File: src/rtl/uart_alu_host.sv
// Host-side initiator for the UART ALU link: serializes a two-operand command
// into a 12-byte request packet on the TX byte stream, then gathers the 4-byte
// little-endian result from the RX byte stream and offers it as a response.
// An idle watchdog in the response phase aborts a stalled transaction.
module uart_alu_host #(
  parameter int datawidth_p      = 8,
  parameter int timeout_cycles_p = 33000000
) (
  input  logic                   clk_i,
  input  logic                   rst_i,
  input  logic                   cmd_valid_i,
  output logic                   cmd_ready_o,
  input  logic [7:0]             cmd_opcode_i,
  input  logic [31:0]            cmd_a_i,
  input  logic [31:0]            cmd_b_i,
  output logic [datawidth_p-1:0] tx_data_o,
  output logic                   tx_valid_o,
  input  logic                   tx_ready_i,
  input  logic [datawidth_p-1:0] rx_data_i,
  input  logic                   rx_valid_i,
  output logic                   rsp_valid_o,
  input  logic                   rsp_ready_i,
  output logic [31:0]            rsp_data_o,
  output logic                   rsp_timeout_o
);

  // Counter only needs to reach timeout_cycles_p-1.
  localparam int CNT_W = (timeout_cycles_p > 1) ? $clog2(timeout_cycles_p) : 1;
  localparam logic [CNT_W-1:0] IDLE_LAST = CNT_W'(timeout_cycles_p - 1);
  localparam logic [3:0] LAST_IDX = 4'd11;

  typedef enum logic [1:0] {ST_IDLE, ST_SEND, ST_WAIT, ST_RESP} state_e;

  state_e           state_q, state_d;
  logic [7:0]       opcode_q, opcode_d;
  logic [31:0]      a_q, a_d;
  logic [31:0]      b_q, b_d;
  logic [3:0]       idx_q, idx_d;
  logic [1:0]       rx_cnt_q, rx_cnt_d;
  logic [CNT_W-1:0] idle_cnt_q, idle_cnt_d;
  logic [23:0]      acc_q, acc_d;
  logic             cmd_ready_q, cmd_ready_d;
  logic             tx_valid_q, tx_valid_d;
  logic [7:0]       tx_data_q, tx_data_d;
  logic             rsp_valid_q, rsp_valid_d;
  logic [31:0]      rsp_data_q, rsp_data_d;
  logic             rsp_timeout_q, rsp_timeout_d;

  // Byte at position idx of the request: opcode, 0x00, length 0x000C, A LE, B LE.
  function automatic logic [7:0] pkt_byte(input logic [3:0] idx, input logic [7:0] op,
                                          input logic [31:0] a, input logic [31:0] b);
    logic [7:0] r;
    case (idx)
      4'd0:    r = op;
      4'd1:    r = 8'h00;
      4'd2:    r = 8'h0C;
      4'd3:    r = 8'h00;
      4'd4:    r = a[7:0];
      4'd5:    r = a[15:8];
      4'd6:    r = a[23:16];
      4'd7:    r = a[31:24];
      4'd8:    r = b[7:0];
      4'd9:    r = b[15:8];
      4'd10:   r = b[23:16];
      4'd11:   r = b[31:24];
      default: r = 8'h00;
    endcase
    return r;
  endfunction

  // Next-state and registered-output computation for the transaction FSM.
  always_comb begin
    state_d       = state_q;
    opcode_d      = opcode_q;
    a_d           = a_q;
    b_d           = b_q;
    idx_d         = idx_q;
    rx_cnt_d      = rx_cnt_q;
    idle_cnt_d    = idle_cnt_q;
    acc_d         = acc_q;
    cmd_ready_d   = cmd_ready_q;
    tx_valid_d    = tx_valid_q;
    tx_data_d     = tx_data_q;
    rsp_valid_d   = rsp_valid_q;
    rsp_data_d    = rsp_data_q;
    rsp_timeout_d = rsp_timeout_q;
    case (state_q)
      ST_IDLE: begin
        if (cmd_valid_i && cmd_ready_q) begin
          opcode_d    = cmd_opcode_i;
          a_d         = cmd_a_i;
          b_d         = cmd_b_i;
          idx_d       = 4'd0;
          tx_data_d   = cmd_opcode_i;
          tx_valid_d  = 1'b1;
          cmd_ready_d = 1'b0;
          state_d     = ST_SEND;
        end
      end
      ST_SEND: begin
        if (tx_ready_i) begin
          if (idx_q == LAST_IDX) begin
            tx_valid_d = 1'b0;
            idle_cnt_d = '0;
            rx_cnt_d   = 2'd0;
            acc_d      = '0;
            state_d    = ST_WAIT;
          end else begin
            idx_d     = idx_q + 4'd1;
            tx_data_d = pkt_byte(idx_q + 4'd1, opcode_q, a_q, b_q);
          end
        end
      end
      ST_WAIT: begin
        // A byte arriving on the expiry cycle wins over the timeout.
        if (rx_valid_i) begin
          idle_cnt_d = '0;
          rx_cnt_d   = rx_cnt_q + 2'd1;
          case (rx_cnt_q)
            2'd0: acc_d[7:0]   = rx_data_i;
            2'd1: acc_d[15:8]  = rx_data_i;
            2'd2: acc_d[23:16] = rx_data_i;
            default: begin
              rsp_data_d    = {rx_data_i, acc_q};
              rsp_valid_d   = 1'b1;
              rsp_timeout_d = 1'b0;
              state_d       = ST_RESP;
            end
          endcase
        end else if (idle_cnt_q == IDLE_LAST) begin
          rsp_data_d    = '0;
          rsp_valid_d   = 1'b1;
          rsp_timeout_d = 1'b1;
          state_d       = ST_RESP;
        end else begin
          idle_cnt_d = idle_cnt_q + 1'b1;
        end
      end
      ST_RESP: begin
        if (rsp_ready_i) begin
          rsp_valid_d = 1'b0;
          cmd_ready_d = 1'b1;
          state_d     = ST_IDLE;
        end
      end
      default: state_d = ST_IDLE;
    endcase
  end

  // State and output registers; operand/accumulator registers carry no reset.
  always_ff @(posedge clk_i) begin
    opcode_q <= opcode_d;
    a_q      <= a_d;
    b_q      <= b_d;
    acc_q    <= acc_d;
    if (rst_i) begin
      state_q       <= ST_IDLE;
      idx_q         <= 4'd0;
      rx_cnt_q      <= 2'd0;
      idle_cnt_q    <= '0;
      cmd_ready_q   <= 1'b1;
      tx_valid_q    <= 1'b0;
      tx_data_q     <= 8'h00;
      rsp_valid_q   <= 1'b0;
      rsp_data_q    <= 32'h0;
      rsp_timeout_q <= 1'b0;
    end else begin
      state_q       <= state_d;
      idx_q         <= idx_d;
      rx_cnt_q      <= rx_cnt_d;
      idle_cnt_q    <= idle_cnt_d;
      cmd_ready_q   <= cmd_ready_d;
      tx_valid_q    <= tx_valid_d;
      tx_data_q     <= tx_data_d;
      rsp_valid_q   <= rsp_valid_d;
      rsp_data_q    <= rsp_data_d;
      rsp_timeout_q <= rsp_timeout_d;
    end
  end

  assign cmd_ready_o   = cmd_ready_q;
  assign tx_valid_o    = tx_valid_q;
  assign tx_data_o     = tx_data_q;
  assign rsp_valid_o   = rsp_valid_q;
  assign rsp_data_o    = rsp_data_q;
  assign rsp_timeout_o = rsp_timeout_q;

endmodule

File: config.mk
export PLATFORM = sky130hd
export DESIGN_NAME = uart_alu_host
export DESIGN_NICKNAME = d
export VERILOG_FILES = /design/src/rtl/uart_alu_host.sv
export SDC_FILE = /design/constraint.sdc
export NUM_CORES = 1
export LEC_CHECK = 0
export ABC_AREA = 1
export CORE_ASPECT_RATIO = 1.2
export CORE_MARGIN = 5
export CORE_UTILIZATION = 58
export DETAILED_ROUTE_END_ITERATION = 10
export PLACE_DENSITY = 0.86
export SYNTH_ARGS = -nofsm -noshare
export SYNTH_HDL_FRONTEND = slang
export SYNTH_SLANG_ARGS = --single-unit
File: constraint.sdc
create_clock -name clk_i -period 16.13 [get_ports clk_i]
set_input_delay 1.613 -clock clk_i [delete_from_list [all_inputs] [get_ports clk_i]]
set_output_delay 1.613 -clock clk_i [all_outputs]
set_load 0.02 [all_outputs]
==> results_dict.tcl, run 1 <==
set metrics [dict create \
    area_growth_syn_to_layout_pct 23.5 \
    area_of_the_multi_input_gates_um2 3040 \
    port_buffers 129 \
    synth_ff_type "sky130_fd_sc_hd__edfxtp_1" \
    first_global_vias 6233 \
    cts_tree "yes" \
    layout_worst_path_cycle_share 0.244 \
    yosysWarningCount 0 \
    slew_viol_final 0 \
    hold_slack_ps 462 \
    cellLeakagePower_nw 3.58 \
    synth-edff-count 96 \
    synth.cell_area_um2 7960 \
    final_layout_size_suffix_gt1_frac 0.104 \
    buffers_inserted_by_post_cts_timing_repair 0 \
    cts-htree-levels 4 \
    synthesized_area_per_cell_um2 9.24 \
    design.core.area_um2 13600 \
    route.vias.total 6489 \
    die_w_um 117 \
    timing.clock.skew_ps 6.81 \
    power.density_nw_per_um2 145 \
    dpl_hpwl_um 13600 \
    ir_drop_worst_vdd_v 0.0000855 \
    critPathLaunchType "input pin" \
    path_clk_slew_ps 60 \
    worstPathArrival_ps 4250 \
    grt_start_max_net_pins 74 \
    slew_at_the_pin_closest_to_its_max_slew_limit_ps 1040 \
    asyncSetResetFlopFracSynth 0 \
    grt_pass1_wl_um 31900 \
    detail_route.vias_per_cell 5.63 \
    holdBufCountCts 0 \
    proportion_of_netlist_area_held_by_the_largest_area_contributor 0.362 \
    hold_violations 0 \
    setup-tns-final_ps 0 \
    placementRows 47 \
    critical_path_class "input pin to flop" \
    synth_area_leaders "sky130_fd_sc_hd__edfxtp_1 36%, sky130_fd_sc_hd__dfxtp_1 19%, sky130_fd_sc_hd__nand2_1 8.9%" \
    post_cts_resized 0 \
    layout.nets 1069 \
    drc_violation_count_after_routing 0 \
    cts-buffers-inserted 17 \
    slew_headroom 0.305 \
    clock_period_minus_final_worst_setup_slack_ps 3930 \
    proportion_of_synthesized_chip_area_in_sequential_cells 0.556 \
    seq_area_um2 4420 \
    final_replace_weighted_congestion 0.928 \
    timing.hold.worst.class "flop to flop" \
    clk_latency_ps 430 \
    final_core_util 0.720 \
    clk_root_buffer_cell "sky130_fd_sc_hd__clkbuf_16" \
    detailedRoute.firstIterationViolations 749 \
    floorplan.initialDensity 0.583 \
    rsz0062_at_grt "false" \
    floorplan.die_area_um2 16200 \
    setup_viol 0 \
    synth-seq-cells 173 \
    timing.critical_path.required_ps 16450 \
    die-height_um 138 \
    top_level_pins 130 \
    routedWlPerCell_um 17.3 \
    filler_cell_count 1013 \
    wirelength_um 19900 \
    cts-root-to-sink-buffers 2 \
    cp_max_fo 39 \
    detailedRoute.firstPassIterationCount 6 \
    count_of_antenna_violating_nets_left_after_detailed_routing 0 \
    critical_path.endpoint_type "flop" \
    synthesized_net_count 961 \
    netlist-cell-type-count 39 \
    synth_top_cell_by_area "sky130_fd_sc_hd__edfxtp_1" \
    grt.overflow.total 0 \
    globalRouteTotalUtil 0.254 \
    antenna_diode_instance_count 0 \
    timing.fmax_mhz 254 \
    run_status "completed" \
    grt_antenna_before_repair 0 \
    cts_sinks 173 \
    synth_cells 861 \
    maxCapViolCount 0 \
]
## cell usage after synthesis, types with 2 or more instances
master and number:
sky130_fd_sc_hd__inv_2 7, sky130_fd_sc_hd__buf_2 9, sky130_fd_sc_hd__xor2_1 3, sky130_fd_sc_hd__nor3_1 13, sky130_fd_sc_hd__dfxtp_1 77, sky130_fd_sc_hd__a211oi_1 4
sky130_fd_sc_hd__nand2_2 4, sky130_fd_sc_hd__nand4_1 54, sky130_fd_sc_hd__inv_1 56, sky130_fd_sc_hd__clkbuf_1 22, sky130_fd_sc_hd__nand3_2 20, sky130_fd_sc_hd__nand3_1 65
sky130_fd_sc_hd__a21oi_2 20, sky130_fd_sc_hd__buf_4 10, sky130_fd_sc_hd__a21oi_1 58, sky130_fd_sc_hd__xnor2_1 3, sky130_fd_sc_hd__o21ai_1 5, sky130_fd_sc_hd__or2_2 3
sky130_fd_sc_hd__o21ai_0 16, sky130_fd_sc_hd__nor2_4 3, sky130_fd_sc_hd__a21o_1 5, sky130_fd_sc_hd__buf_1 2, sky130_fd_sc_hd__edfxtp_1 96, sky130_fd_sc_hd__nor2_1 90
sky130_fd_sc_hd__buf_12 2, sky130_fd_sc_hd__nand2_1 188, sky130_fd_sc_hd__ha_1 14
## registers in the layout, indices dropped and copies added, names as in the netlist
register	flops
a_q	32
opcode_q	8
idx_q	4
cmd_ready_o	1
idle_cnt_q	25
rsp_valid_o	1
rsp_data_o	32
tx_valid_o	1
tx_data_o	8
acc_q	24
b_q	32
rsp_timeout_o	1
rx_cnt_q	2
state_q	2
## per-stage QoR
step	std cells	total power, mW	cell area, µm²	worst slack, ps
finish	1153	1.43	9830	12200
global route	1153	1.50	9830	12000
CTS	1153	1.43	9830	12240
detailed placement	1121	1.03	9250	11780
global placement	1121	1.02	9250	11880
floorplan	861	0.914	7960	8770
## worst max-delay path, cell delays in order
cell and delay (ps):
sky130_fd_sc_hd__clkdlybuf4s50_1 450, sky130_fd_sc_hd__buf_4 430, sky130_fd_sc_hd__inv_1 400, sky130_fd_sc_hd__or2_2 430
sky130_fd_sc_hd__nand3_4 350, sky130_fd_sc_hd__inv_4 240, sky130_fd_sc_hd__nand2_1 110, sky130_fd_sc_hd__nand2_1 60
sky130_fd_sc_hd__nand2_1 70, sky130_fd_sc_hd__nor2_1 50
## cell type report
cell class,count,share of cell area
inverter,64,0.0247
sequential,173,0.450
clock buffer,21,0.0512
timing repair buffer,134,0.135
clock inverter,11,0.00777
multi-input combinational,579,0.310
tap,171,0.0218
## path summary, 6_finish.rpt
path / start / endpoint / slack [ps] / depth (start not counted)
worst min register to register: rsp_data_o[25] / rsp_data_o[25] / 460 / 2
worst max register to register: state_q[0] / idle_cnt_q[21] / 13020 / 11
worst min-delay path: rsp_data_o[25] / rsp_data_o[25] / 460 / 2
worst max-delay path: rx_valid_i / rsp_valid_o / 12200 / 10
## power breakdown
group | internal [mW] | switching (mW)
Combinational | 0.111 | 0.300
Sequential | 0.581 | 0.0393
Clock | 0.224 | 0.171
Total | 0.917 | 0.510
## layer usage
layer  track usage  up-vias  part of all wire  wire length, µm
met1         0.319     3042              0.39             7860
met3        0.0555       55             0.069             1380
met4         0.114        0             0.041              823
li1              -     3165                 -                -
met2         0.416      227              0.50             9890
met5             0        -                 0                0
## cells by family (layout without fill, tap and decap cells)
family | after synthesis | in the layout | share of synthesized area
and+or+nand+nor | 447 | 447 | 0.267
DFF | 173 | 173 | 0.556
AOI/OAI and AO/OA | 111 | 111 | 0.0840
adders and majority gates | 14 | 14 | 0.0220
xor gates and xnor gates | 7 | 7 | 0.00865
buffers and inverters | 109 | 230 | 0.0620
## layout by cell type, fill, tap and decap left out, drive strengths merged
master and count:
buf 6, a21oi 78, nor4b 1, a311o 1, xor2 3, or2 4
a211oi 5, dfxtp 77, ha 14, nand2 193, nand4 54, clkinvlp 3
o21bai 1, clkbuf 21, nor3 13, xnor2 4, nor2 94, inv 68
a21o 5, clkinv 4, nor4 1, clkdlybuf4s50 128, nor3b 1, edfxtp 96
nand3 86, o21ai 21
Note: power is estimated with default switching activity, not from simulation.
==> run 2: changes to the inputs <==
Settings changed: CORE_UTILIZATION 58 to 54, PLACE_DENSITY 0.86 to 0.81.
Clock period 16.13 ns to 4 ns, I/O delays scaled along.
==> run 2 against run 1 <==
Setup slack worse by 11000 ps. Utilization down 3.8 points. Non-clock buffer count up 3. Clock skew up 3.6 ps. Critical path type is now flop to flop.
==> results_dict.tcl, run 2 (synthesis gave the netlist of run 1 again) <==
set metrics [dict create \
    wirelength_um 20000 \
    die-height_um 143 \
    area_of_the_multi_input_gates_um2 3050 \
    drc_violation_count_after_routing 0 \
    critical_path_class "flop to flop" \
    first_global_vias 6193 \
    floorplan.die_area_um2 17300 \
    timing.clock.skew_ps 10.4 \
    setup-tns-final_ps 0 \
    top_level_pins 130 \
    slew_at_the_pin_closest_to_its_max_slew_limit_ps 983 \
    floorplan.initialDensity 0.552 \
    routedWlPerCell_um 17.2 \
    detailedRoute.firstPassIterationCount 5 \
    placementRows 48 \
    maxCapViolCount 0 \
    grt.overflow.total 0 \
    clk_latency_ps 430 \
    filler_cell_count 1126 \
    grt_antenna_before_repair 2 \
    grt_pass1_wl_um 31100 \
    detail_route.vias_per_cell 5.58 \
    slew_viol_final 0 \
    buffers_inserted_by_post_cts_timing_repair 0 \
    cts_sinks 173 \
    finalPower_mw 5.72 \
    post_cts_resized 0 \
    route.vias.total 6480 \
    timing.hold.worst.start "rsp_data_o[31]" \
    timing.hold.worst.class "flop to flop" \
    layout.nets 1072 \
    setup_viol 0 \
    timing.fmax_mhz 368 \
    timing.final.ws_setup_ps 1280 \
    cts-htree-levels 4 \
    dpl_cells 1128 \
    worstPathArrival_ps 2780 \
    design.core.area_um2 14400 \
    cts_tree "yes" \
    holdBufCountCts 0 \
    port_buffers 129 \
    most-common-layout-cells "188 x sky130_fd_sc_hd__nand2_1, 127 x sky130_fd_sc_hd__clkdlybuf4s50_1, 96 x sky130_fd_sc_hd__edfxtp_1" \
    power.density_nw_per_um2 581 \
    dpl_hpwl_um 13900 \
    run_status "completed" \
    critical_path.endpoint_type "flop" \
    worst_setup_path_startpoint "state_q[0]" \
    dp_slack_ps 1290 \
    seq_area_um2 4420 \
    cp_max_fo 20 \
    crit-reg2reg-launch "state_q[0]" \
    final_layout_size_suffix_gt1_frac 0.106 \
    grt_start_max_net_pins 74 \
    cts-buffers-inserted 17 \
    critPathLaunchType "flop" \
    cellLeakagePower_nw 3.58 \
    clock_period_minus_final_worst_setup_slack_ps 2720 \
    layout_worst_path_cycle_share 0.679 \
    area_growth_syn_to_layout_pct 23.6 \
    slew_headroom 0.344 \
    hold_violations 0 \
    die_w_um 121 \
    count_of_antenna_violating_nets_left_after_detailed_routing 0 \
    timing.critical_path.required_ps 4060 \
    cts-root-to-sink-buffers 2 \
    rsz0062_at_grt "false" \
    globalRouteTotalUtil 0.234 \
    clk_root_buffer_cell "sky130_fd_sc_hd__clkbuf_16" \
    most_common_library_cell_in_the_layout_ignoring_fill_and_taps "sky130_fd_sc_hd__nand2_1" \
    final_replace_weighted_congestion 1.01 \
    finalNonFillerCells 1162 \
    path_clk_slew_ps 70 \
    detailedRoute.firstIterationViolations 710 \
    ir_drop_worst_vdd_v 0.000369 \
]
[run 2: path summary, 6_finish.rpt]
| kind | end | slack, ps | cells past startpoint |
|---|---|---|---|
| setup reg to reg | acc_q[9] | 1280 | 8 |
| hold reg to reg | rsp_data_o[31] | 470 | 2 |
| setup / recovery | acc_q[9] | 1280 | 8 |
| hold / removal | rsp_data_o[31] | 470 | 2 |
[run 2: final cells by class]
cell class,count,share of cell area
flip-flops and latches,173,0.450
multi-input cells,579,0.310
repair buffers,137,0.136
clock buffers,20,0.0476
inverters,64,0.0247
well taps,175,0.0223
clock inverters,12,0.00865
diodes,2,0.000509
[run 2: where the power goes]
group,internal (mW),total (mW),switching (mW)
Clock,0.848,1.55,0.697
Combinational,0.464,1.67,1.21
Sequential,2.34,2.50,0.154
[run 2: metal layers]
layer | wire (µm) | track usage | vias up
met5 | 0 | 0 | -
met4 | 831 | 0.131 | 0
met3 | 1270 | 0.0519 | 59
met2 | 9590 | 0.373 | 244
met1 | 8270 | 0.295 | 3009
li1 | - | - | 3168
[run 2: worst max-delay path: stages (launching register included)]
cell                      delay, ps
sky130_fd_sc_hd__dfxtp_1        370
sky130_fd_sc_hd__inv_1           90
sky130_fd_sc_hd__ha_1           200
sky130_fd_sc_hd__buf_4          210
sky130_fd_sc_hd__inv_2          270
sky130_fd_sc_hd__nor2_1         150
sky130_fd_sc_hd__nor3_1         360
sky130_fd_sc_hd__inv_2          120
sky130_fd_sc_hd__nor2_1         570
[run 2: stage by stage]
stage / utilization / cell area, µm² / hold WS, ps
finish: 0.682 / 9840 / 468
global route: 0.682 / 9840 / 490
CTS: 0.682 / 9830 / 468
detailed placement: 0.644 / 9280 / 457
global placement: 0.644 / 9280 / 451
floorplan: - / 7970 / 457
==> run 3: changes to the inputs <==
Clock period 4 ns to 2.6 ns, I/O delays scaled along.
==> run 3 against run 2 <==
Die area unchanged. Setup slack worse by 970 ps. First-iteration DRC count down 29%. Via count up 0.57%. Global-route usage up 0.095 points. Fmax up 19%. Power up 61%. Register-to-register slack worse by 970 ps.
==> results_dict.tcl, run 3 (synthesis gave the netlist of run 1 again) <==
set metrics [dict create \
    run_status "completed" \
    final_replace_weighted_congestion 0.982 \
    rsz0062_at_grt "false" \
    cts_tree "yes" \
    critical_path.endpoint_type "flop" \
    antenna_diode_instance_count 0 \
    setup_viol 0 \
    design.core.area_um2 14400 \
    floorplan.initialDensity 0.552 \
    routedWlPerCell_um 17.1 \
    grt_start_max_net_pins 48 \
    slew_viol_final 0 \
    route.vias.total 6517 \
    detailedRoute.firstPassIterationCount 8 \
    holdBufCountCts 0 \
    top_level_pins 130 \
    cts-buffers-inserted 17 \
    floorplan.die_area_um2 17300 \
    port_buffers 129 \
    critical_path_class "flop to flop" \
    most-common-layout-cells "188 x sky130_fd_sc_hd__nand2_1, 127 x sky130_fd_sc_hd__clkdlybuf4s50_1, 96 x sky130_fd_sc_hd__edfxtp_1" \
    maxCapViolCount 0 \
    die_w_um 121 \
    slew_headroom 0.528 \
    cp_max_fo 11 \
    place_area_um2 9370 \
    die-height_um 143 \
    path_clk_slew_ps 60 \
    hold_slack_ps 251 \
    most_common_library_cell_in_the_layout_ignoring_fill_and_taps "sky130_fd_sc_hd__nand2_1" \
    clk_latency_ps 430 \
    grt_antenna_before_repair 0 \
    slew_at_the_pin_closest_to_its_max_slew_limit_ps 705 \
    power.density_nw_per_um2 919 \
    post_cts_resized 0 \
    clock_period_minus_final_worst_setup_slack_ps 2290 \
    dpl_hpwl_um 14000 \
    hold_violations 0 \
    cellLeakagePower_nw 3.68 \
    ir_drop_worst_vdd_v 0.000499 \
    worstPathArrival_ps 2350 \
    placementRows 48 \
    cts-root-to-sink-buffers 2 \
    cts_sinks 173 \
    cts-htree-levels 4 \
    grt.overflow.total 0 \
    first_global_vias 6097 \
    count_of_antenna_violating_nets_left_after_detailed_routing 0 \
    detail_route.vias_per_cell 5.57 \
    layout_worst_path_cycle_share 0.881 \
    timing.hold.worst.class "input pin to flop" \
    detailedRoute.firstIterationViolations 502 \
    buffers_inserted_by_post_cts_timing_repair 0 \
    timing.critical_path.required_ps 2660 \
    layout_cell_area_excl_fill_um2 10000 \
    wirelength_um 20000 \
    clk_root_buffer_cell "sky130_fd_sc_hd__clkbuf_16" \
    grt_pass1_wl_um 31400 \
    drc_violation_count_after_routing 0 \
    timing.clock.skew_ps 8.69 \
    timing.fmax_mhz 436 \
    layout.nets 1082 \
    area_growth_syn_to_layout_pct 25.8 \
    globalRouteTotalUtil 0.234 \
    critPathLaunchType "flop" \
    final_core_util 0.694 \
    final_layout_size_suffix_gt1_frac 0.122 \
]
-- run 3: layer usage --
| layer | vias to the layer above | GRT usage | part of all wire | wire length (µm) |
|---|---|---|---|---|
| li1 | 3185 | - | - | - |
| met1 | 3029 | 0.293 | 0.39 | 7880 |
| met2 | 258 | 0.394 | 0.51 | 10300 |
| met3 | 45 | 0.0519 | 0.064 | 1270 |
| met4 | 0 | 0.0996 | 0.029 | 574 |
| met5 | - | 0 | 0 | 0 |
-- run 3: worst max-delay path: stages (launching register included) --
cell and delay (ps):
sky130_fd_sc_hd__dfxtp_1 370, sky130_fd_sc_hd__inv_2 70, sky130_fd_sc_hd__ha_1 210, sky130_fd_sc_hd__inv_2 160, sky130_fd_sc_hd__or2_1 140, sky130_fd_sc_hd__o21ai_1 90, sky130_fd_sc_hd__nor3_1 280, sky130_fd_sc_hd__inv_2 110
sky130_fd_sc_hd__nor2_1 500
-- run 3: layout make-up --
type	count	area (µm²)
Sequential cell	173	4430
Clock inverter	7	68.8
Timing Repair Buffer	147	1420
Fill cell	1139	4410
Inverter	64	243
Tap cell	175	219
Clock buffer	25	569
Multi-Input combinational cell	579	3060
-- run 3: final timing paths --
kind | start | slack (ps) | endpoint | cells after the start
max | state_q[1] | 310 | acc_q[7] | 8
min reg2reg | rsp_data_o[30] | 460 | rsp_data_o[30] | 2
min | rst_i | 250 | idle_cnt_q[1] | 2
max reg2reg | state_q[1] | 310 | acc_q[7] | 8
-- run 3: metrics by stage --
step / worst slack, ps / TNS, ps / std cells / total power [mW]
2_1_floorplan: -278 / -9840 / 861 / 5.66
3_3_place_gp: 419 / 0 / 1138 / 6.47
3_5_place_dp: 317 / 0 / 1138 / 6.57
4_1_cts: 307 / 0 / 1170 / 9.22
5_1_grt: 81.3 / 0 / 1170 / 9.67
6_report: 309 / 0 / 1170 / 9.20
-- run 3: power by group --
part	switching [mW]	leakage, nW	internal, mW
registers	0.258	1.53	3.60
logic	1.90	1.84	0.811
clock network	1.01	0.314	1.62
total	3.17	3.68	6.03
==> RTL change, RTL diff (flow settings as in run 2) <==
Encoding of `state_e`: now one-hot (4 bits for 4 states).
--- a/src/rtl/uart_alu_host.sv
+++ b/src/rtl/uart_alu_host.sv
@@ -31,3 +31,3 @@
 
-  typedef enum logic [1:0] {ST_IDLE, ST_SEND, ST_WAIT, ST_RESP} state_e;
+  typedef enum logic [3:0] {ST_IDLE = 4'b0001, ST_SEND = 4'b0010, ST_WAIT = 4'b0100, ST_RESP = 4'b1000} state_e;
 
Behaviour: no difference found for any inputs over 10 cycles, from zero or initial values and one cycle with rst_i high; not proved beyond that.
==> RTL change against run 2 <==
Synthesized cell count is 1.4% lower. Sequential cell count increased by 2. Synthesized area shrank 2.8%. Via count increased by 1.7%. Routed wire length increased by 2.7%. Power is 2.7% higher. Cell count shrank 1.0%. Combinational power shrank 9%. Setup slack got worse by 0.077 ns. Cell area is 0.95% lower.
==> RTL change: results <==
set metrics [dict create \
    synth_edf_count 96 \
    finalClockSkew_ns 0.009377 \
    wl_met2_um 10510 \
    cp_slowest_cell "inv_2" \
    p_switching_w 0.002022 \
    clock_latency_ns 0.43 \
    dp_slack_ns 1.132 \
    drt_first_iter_violations 708 \
    antenna_found_initial 0 \
    first_global_vias 6271 \
    routed-wl-met3_um 1370 \
    dp_hpwl_um 14020 \
    slowest_delay_ns 0.61 \
    finalCritPeriodShare_pct 69.87 \
    synth_nets 945 \
    gp_congestion 0.9074 \
    min_path_type "input pin to flip-flop" \
    antenna_cells 0 \
    timing.hold.ws_ns 0.4519 \
    track_usage_pct 24.78 \
    grt_pass1_wl_um 32770 \
    wl_met1_um 7979 \
    drt_wl_total_um 20490 \
    seq_area_frac_synth_pct 57.74 \
    grt_max_degree 39 \
    ir_worst_vdd_mv 0.3866 \
    worst_pin_slew_ns 0.9950 \
    vias_per_cell 5.729 \
    p_leak_nw 3.673 \
    synthDistinctLibCells 38 \
    clock-root-buffer "clkbuf_16" \
    yosys-top-cells-area "edfxtp_1, dfxtp_1, nand3_1, nand2_1, a21oi_1" \
    fin_nets 1058 \
    drive_gt1_share_pct 7.692 \
    cpLargestDelayFamily "buffers and inverters" \
    cp_max_fo 38 \
    outcome "completed" \
    synthTopCellsByCount "nand2_1, nand3_1, edfxtp_1" \
    path_clk_slew_ns 0.07 \
    firstDrtPassIters 7 \
    critPathArrivalTime_ns 2.92 \
]
RTL change: cell count changes in the layout (fill, tap and decap cells not counted), moves of 5 or more:
cell and change:
a21oi_2 -20, nand3_1 +53, inv_2 +6, inv_1 +12, nand2_1 -55, nor2_2 +5, nor2_1 -10, nand3_2 -19
a21oi_1 +17
RTL change: power by group through the flow:
stage          combinational, W  sequential [W]  clock [W]
2_1_floorplan          0.000939         0.00271          0
3_3_place_gp            0.00146         0.00268          0
3_5_place_dp            0.00149         0.00270          0
4_1_cts                 0.00151         0.00266    0.00169
5_1_grt                 0.00165         0.00270    0.00179
6_report                0.00152         0.00266    0.00169
RTL change: layer usage:
metal / GRT usage (%) / vias to the layer above
li1: - / 3158
met1: 30.17 / 3075
met2: 42.30 / 303
met3: 5.498 / 52
met4: 10.80 / 0
met5: 0 / -
RTL change: cell type report:
class,count,area [um2]
fill,1064,4492
sequential,175,4464
multi-input combinational,549,2773
timing repair buffer,138,1366
clock buffer,18,450.4
inverter,81,304.0
tap,175,219.0
clock inverter,14,165.2
RTL change: cells by family after synthesis:
group	Yosys count	synth area share, %
flip-flops	175	57.74
AO/OA/AOI/OAI	108	7.234
buffers and inverters	125	6.490
XOR/XNOR	6	0.6797
AND/OR/NAND/NOR	425	26.23
adder cells (fa/ha/maj)	10	1.618
RTL change: metrics by stage:
step	cells	area (um2)
finish	1150	9742
global route	1150	9742
CTS	1150	9742
detailed placement	1118	9126
global placement	1118	9126
floorplan	849	7731
RTL change: path summary, 6_finish.rpt:
path	startpoint	end	cells past startpoint
min	rst_i	idle_cnt_q[2]	2
max reg2reg	state_q[2]	b_q[7]	8
max	state_q[2]	b_q[7]	8
min reg2reg	rsp_timeout_o	rsp_timeout_o	2
